<file path="src/rtl/systolic_pkg.sv">
// Shared constants, state encoding and length helpers for the systolic MAC
// array, its operand buffers and the sequencer that drives them.
package systolic_pkg;

  localparam int DATA_WIDTH = 32;
  localparam int N          = 3;
  localparam int M          = 3;
  localparam int K_MAX      = 16;
  localparam int MAC_LAT    = 1;
  localparam int KW         = $clog2(K_MAX + 1);

  typedef enum logic [2:0] {
    SEQ_IDLE  = 3'd0,
    SEQ_CLEAR = 3'd1,
    SEQ_FEED  = 3'd2,
    SEQ_DRAIN = 3'd3,
    SEQ_LOAD  = 3'd4,
    SEQ_DONE  = 3'd5
  } seq_state_t;

  function automatic int max2(input int a, input int b);
    return (a > b) ? a : b;
  endfunction

  function automatic int min2(input int a, input int b);
    return (a < b) ? a : b;
  endfunction

  // The last lane starts max(N,M)-1 cycles late and then streams k operands.
  function automatic int feed_len(input int k, input int n, input int m);
    return k + max2(n, m) - 1;
  endfunction

  // Wavefront still travelling to the far corner PE, plus MAC latency.
  function automatic int drain_len(input int n, input int m, input int lat);
    return min2(n, m) - 1 + lat;
  endfunction

  function automatic int cnt_width(input int kmax, input int n, input int m, input int lat);
    return $clog2(kmax + max2(n, m) + lat + 1);
  endfunction

endpackage

</file>
<file path="src/rtl/systolic_skew_lane.sv">
// One operand-read lane: enables the buffer for k cycles starting OFFSET
// cycles into FEED and presents the k index being read.
module systolic_skew_lane
  import systolic_pkg::*;
#(
  parameter int OFFSET = 0,
  parameter int KW     = systolic_pkg::KW,
  parameter int CW     = 5
) (
  input  logic          clk,
  input  logic          rst,
  input  logic [CW-1:0] cnt,
  input  logic [KW-1:0] k,
  input  logic          feed,
  output logic          rd_en,
  output logic [KW-1:0] rd_k
);

  localparam int CW1 = CW + 1;
  localparam logic [CW:0] LO = CW1'(OFFSET);

  logic [CW:0] pos;
  logic [CW:0] hi;
  logic        hit;

  // One extra bit keeps OFFSET+k from wrapping.
  always_comb begin
    pos = {1'b0, cnt};
    hi  = LO + CW1'(k);
    hit = feed && (pos >= LO) && (pos < hi);
  end

  always_ff @(posedge clk) begin
    if (rst) begin
      rd_en <= 1'b0;
      rd_k  <= '0;
    end else begin
      rd_en <= hit;
      rd_k  <= hit ? KW'(cnt - CW'(OFFSET)) : '0;
    end
  end

endmodule

</file>
<file path="src/rtl/systolic_sequencer.sv">
// Tile sequencer for the output-stationary MAC array: clear, skewed operand
// feed, drain, then C capture via load and a done pulse.
module systolic_sequencer
  import systolic_pkg::*;
#(
  parameter int DATA_WIDTH = systolic_pkg::DATA_WIDTH,
  parameter int N          = systolic_pkg::N,
  parameter int M          = systolic_pkg::M,
  parameter int K_MAX      = systolic_pkg::K_MAX,
  parameter int MAC_LAT    = systolic_pkg::MAC_LAT,
  parameter int KW         = $clog2(K_MAX + 1)
) (
  input  logic            clk,
  input  logic            rst,
  input  logic            start,
  input  logic [KW-1:0]   k_len,
  input  logic            abort,
  output logic            busy,
  output logic            done,
  output logic            err,
  output logic            aborted,
  output logic            mac_clear,
  output logic            load,
  output logic [N-1:0]    a_rd_en,
  output logic [N*KW-1:0] a_rd_k,
  output logic [M-1:0]    b_rd_en,
  output logic [M*KW-1:0] b_rd_k
);

  localparam int CW = cnt_width(K_MAX, N, M, MAC_LAT);
  localparam logic [CW-1:0] DRAIN_LAST = CW'(drain_len(N, M, MAC_LAT) - 1);

  if (DATA_WIDTH < 1 || K_MAX < 1 || MAC_LAT < 1) begin : g_param_check
    $error("systolic_sequencer: DATA_WIDTH, K_MAX and MAC_LAT must be >= 1");
  end

  seq_state_t    state, state_nxt;
  logic [CW-1:0] cnt, cnt_nxt, feed_last;
  logic [KW-1:0] k_q;
  logic          k_ok, accept, reject, abort_take, feed_nxt;

  always_comb begin
    k_ok       = (k_len != '0) && (k_len <= KW'(K_MAX));
    feed_last  = CW'(feed_len(int'(k_q), N, M) - 1);
    state_nxt  = state;
    cnt_nxt    = cnt;
    accept     = 1'b0;
    reject     = 1'b0;
    abort_take = 1'b0;
    case (state)
      SEQ_IDLE: begin
        if (start) begin
          if (k_ok) begin
            accept    = 1'b1;
            state_nxt = SEQ_CLEAR;
          end else begin
            reject = 1'b1;
          end
        end
      end
      SEQ_CLEAR: begin
        if (abort) begin
          abort_take = 1'b1;
          state_nxt  = SEQ_IDLE;
        end else begin
          state_nxt = SEQ_FEED;
          cnt_nxt   = '0;
        end
      end
      SEQ_FEED: begin
        if (abort) begin
          abort_take = 1'b1;
          state_nxt  = SEQ_IDLE;
        end else if (cnt == feed_last) begin
          state_nxt = SEQ_DRAIN;
          cnt_nxt   = '0;
        end else begin
          cnt_nxt = cnt + CW'(1);
        end
      end
      SEQ_DRAIN: begin
        if (abort) begin
          abort_take = 1'b1;
          state_nxt  = SEQ_IDLE;
        end else if (cnt == DRAIN_LAST) begin
          state_nxt = SEQ_LOAD;
        end else begin
          cnt_nxt = cnt + CW'(1);
        end
      end
      SEQ_LOAD: state_nxt = SEQ_DONE;
      SEQ_DONE: state_nxt = SEQ_IDLE;
      default:  state_nxt = SEQ_IDLE;
    endcase
    feed_nxt = (state_nxt == SEQ_FEED);
  end

  // Outputs are decoded from the next state so every strobe leaves a flop.
  always_ff @(posedge clk) begin
    if (rst) begin
      state     <= SEQ_IDLE;
      cnt       <= '0;
      busy      <= 1'b0;
      done      <= 1'b0;
      err       <= 1'b0;
      aborted   <= 1'b0;
      mac_clear <= 1'b0;
      load      <= 1'b0;
    end else begin
      state     <= state_nxt;
      cnt       <= cnt_nxt;
      busy      <= (state_nxt != SEQ_IDLE);
      done      <= (state_nxt == SEQ_DONE);
      err       <= reject;
      aborted   <= abort_take;
      mac_clear <= (state_nxt == SEQ_CLEAR);
      load      <= (state_nxt == SEQ_LOAD);
    end
  end

  always_ff @(posedge clk) begin
    if (accept) k_q <= k_len;
  end

  for (genvar i = 0; i < N; i++) begin : g_row
    systolic_skew_lane #(.OFFSET(i), .KW(KW), .CW(CW)) u_lane (
      .clk   (clk),
      .rst   (rst),
      .cnt   (cnt_nxt),
      .k     (k_q),
      .feed  (feed_nxt),
      .rd_en (a_rd_en[i]),
      .rd_k  (a_rd_k[i*KW +: KW])
    );
  end

  for (genvar j = 0; j < M; j++) begin : g_col
    systolic_skew_lane #(.OFFSET(j), .KW(KW), .CW(CW)) u_lane (
      .clk   (clk),
      .rst   (rst),
      .cnt   (cnt_nxt),
      .k     (k_q),
      .feed  (feed_nxt),
      .rd_en (b_rd_en[j]),
      .rd_k  (b_rd_k[j*KW +: KW])
    );
  end

endmodule

</file>
<file path="config.mk">
export PLATFORM = sky130hd
export DESIGN_NAME = systolic_sequencer
export DESIGN_NICKNAME = d
export VERILOG_FILES = /design/src/rtl/systolic_pkg.sv /design/src/rtl/systolic_skew_lane.sv /design/src/rtl/systolic_sequencer.sv
export SDC_FILE = /design/constraint.sdc
export NUM_CORES = 1
export LEC_CHECK = 0
export CORE_ASPECT_RATIO = 0.75
export CORE_MARGIN = 4
export CORE_UTILIZATION = 41
export CTS_BUF_LIST = sky130_fd_sc_hd__clkbuf_4 sky130_fd_sc_hd__clkbuf_8
export CTS_CLUSTER_DIAMETER = 150
export DETAILED_ROUTE_END_ITERATION = 16
export GPL_TIMING_DRIVEN = 0
export PLACE_DENSITY = 0.78
export REMOVE_ABC_BUFFERS = 1
export SYNTH_ARGS = -nofsm -noshare
export SYNTH_HDL_FRONTEND = slang
export SYNTH_SLANG_ARGS = --single-unit
</file>
<file path="constraint.sdc">
create_clock -name clk -period 5.1 [get_ports clk]
set_input_delay 1.02 -clock clk [delete_from_list [all_inputs] [get_ports clk]]
set_output_delay 1.02 -clock clk [all_outputs]
set_load 0.005 [all_outputs]
</file>
==> metrics <==
Crit Path Max Fanout=9; drt first pass iters=4; pwr/cell area=~230 nW/um^2; Hold Buf Count CTS=0; WL/cell=roughly 15 microns; Core Footprint=about 5400 sq um; total CTS buffers=5; critical path capture point type=flop; layout cells sized above 1=~7.6%; Remaining DRCs=0; Initial Utilization=between 40% and 50%; Yosys top cell by area=dfxtp_1; outcome=complete, no violations; proportion of netlist area held by the largest area contributor=~28%; Worst Hold Class=flop to flop; Rel. slew slack=between 20% and 30%; vias in the first global route=~1.8k; worst slack at placement=0.180 ns; final global-route overflow total=0; initial antenna violation count=0; Pleak=1.13 nW; Net Switching=between 0.15 and 0.2 mW; top cells by area, synth=dfxtp_1 (28%), ha_1 (9.2%), buf_4 (6.8%); Worst Reg-to-Reg Cells=13; Clock Skew=~0.0057 ns; # rows=23; Synth-to-Final Area Change=22.3%; Max Fclk=0.217 GHz; Final GP Congestion=slightly above 0.9; min-delay src=state[2]; P_int=between 0.4 and 0.5 mW; pin count of the biggest net entering global routing=16; I/O Buffers=50; sw frac=around a quarter; Crit Path Class=input pin to flop; Synth Flop Type=dfxtp_1; Startpoint Class=input pin; clock latency on the worst-skew pair=a little under 0.3 ns; nets=between 300 and 400; peak supply drop=roughly 0.12 mV; CTS tree=built; combinational power share=between 10% and 20%; r2r startpoint=k_q[0]; RSZ-0062 raised after global routing=no; total number of vias=roughly 1.9k; Layout Cells excl Fill=between 300 and 400; Seq cells post-synth=37; die area=slightly below 7000 sq um; Syn Std Cell Area=approximately 2300 sq um; max-cap violations=0; H-tree depth=2; most common cell after layout, fill and taps aside=clkdlybuf4s50_1; Mapped Cells=around 250; clock-pin slew on the worst setup and hold paths=around 0.08 ns; Final min period=~4.6 ns; fin. max-slew vios=0; Post-Place Cells=344; Crit. Startpoint=abort; ys async rst share=0%; n_diodes=0; final hold viol count=0; io pins=51; most frequent cells in the layout=clkdlybuf4s50_1 (50), dfxtp_1 (32), nor2_1 (26); Setup WS post-layout=around 0.49 ns; wirelength, routed=a little over 5000 microns; share of synthesized area occupied by flip-flops and latches=34.1%; final period utilization=between 90% and 100%; Max Root-Sink Buffers=2; sequential power share=between 40% and 50%; final setup fails=0; GRT Util Overall=around 16%; number of buffers added for setup after CTS=0; number of flops mapped to enable cells by yosys=5; Worst Path Arrival=between 4 and 5 ns; average instance area after synthesis=roughly 9.3 sq um; first-pass GRT wire length=8810 microns; via density per instance=5.30; Syn. warnings=0; Die Wd=about 95 microns; Synth cell types=56; post-CTS sizing=0; clk sinks=37; Final Util=between 50% and 60%; post-DP HPWL=a little under 4000 microns; chip height=roughly 73 microns; root buffer cell=clkbuf_8; Slew @ Worst Pin=1.16 ns; clock power share=between 30% and 40%; DRT iter0 DRCs=between 150 and 200; Final ANT Viol Nets=0; total negative slack=0 ns; CP Data Required Time=roughly 5.3 ns; worst hold stages=2
[state kept, by name, summed over array words and instances, names as in the netlist]
name,flops
g_col.u_lane.rd_k,10
cnt,5
g_row.u_lane.rd_k,5
k_q,5
state,3
g_row.u_lane.rd_en,2
aborted,1
busy,1
done,1
err,1
g_col.u_lane.rd_en,1
load,1
mac_clear,1
[power groups by stage]
stage	logic [mW]	clock network (mW)	registers [mW]
global placement	0.0811	0	0.317
global route	0.0944	0.272	0.312
detailed placement	0.0841	0	0.318
CTS	0.0848	0.263	0.311
finish	0.0848	0.257	0.311
floorplan	0.0571	0	0.316
[final timing paths]
| check | slack [ns] | end |
|---|---|---|
| min | 0.68 | mac_clear |
| min reg2reg | 0.68 | mac_clear |
| max reg2reg | 0.68 | g_col[1].u_lane.rd_k[4] |
| max | 0.49 | g_col[1].u_lane.rd_k[4] |
[kinds of logic (layout without fill, tap and decap cells)]
kind of cell | after synthesis | count (layout) | synth area share, %
AO/OA/AOI/OAI | 41 | 41 | 17.6
XOR/XNOR | 17 | 17 | 7.35
adder cells (fa/ha/maj) | 17 | 17 | 9.18
buffers and inverters | 46 | 75 | 11.4
flip-flops | 37 | 37 | 34.1
AND/OR/NAND/NOR | 90 | 90 | 20.4
[layer usage]
| metal | GRT usage [%] | part of all wire [%] | vias to the layer above |
|---|---|---|---|
| met2 | 25.9 | 48 | 55 |
| met3 | 2.78 | 5.6 | 5 |
| li1 | - | - | 908 |
| met1 | 22.1 | 46 | 897 |
| met5 | 0 | 0 | - |
| met4 | 5.76 | 0.81 | 0 |
[area by class of cell]
class | instances | area [sq um]
multi-input cells | 165 | 1270
fillers | 509 | 2580
flip-flops and latches | 37 | 791
well taps | 75 | 93.8
clock buffers | 5 | 68.8
inverters | 17 | 63.8
clock inverters | 3 | 46.3
repair buffers | 50 | 500
[critical path, cell delays in order]
cell             delay [ns]
clkdlybuf4s50_1        0.50
nor2_1                 0.38
nand2_1                0.35
o31ai_1                1.05
ha_1                   0.39
o31a_1                 0.10
o22ai_1                0.25
nor2_1                 0.07
o2111a_1               0.26
nand4b_1               0.29
nor2_1                 0.16
[synth_stat cells (5+ instances only)]
library cell / number
nand3_1: 11
buf_4: 21
nand2_1: 11
dfxtp_1: 32
inv_1: 17
a21oi_1: 6
o21ai_0: 7
nor3_1: 11
xnor2_1: 11
ha_1: 17
nor2_1: 26
edfxtp_1: 5
[per-stage QoR]
stage,hold WS [ns],cell area (sq um),power (mW)
finish,0.681,2830,0.653
global route,0.697,2830,0.679
CTS,0.665,2830,0.659
detailed placement,0.644,2720,0.402
global placement,0.634,2710,0.398
floorplan,0.558,2120,0.373
No activity file was read; power rests on OpenSTA's default activity.
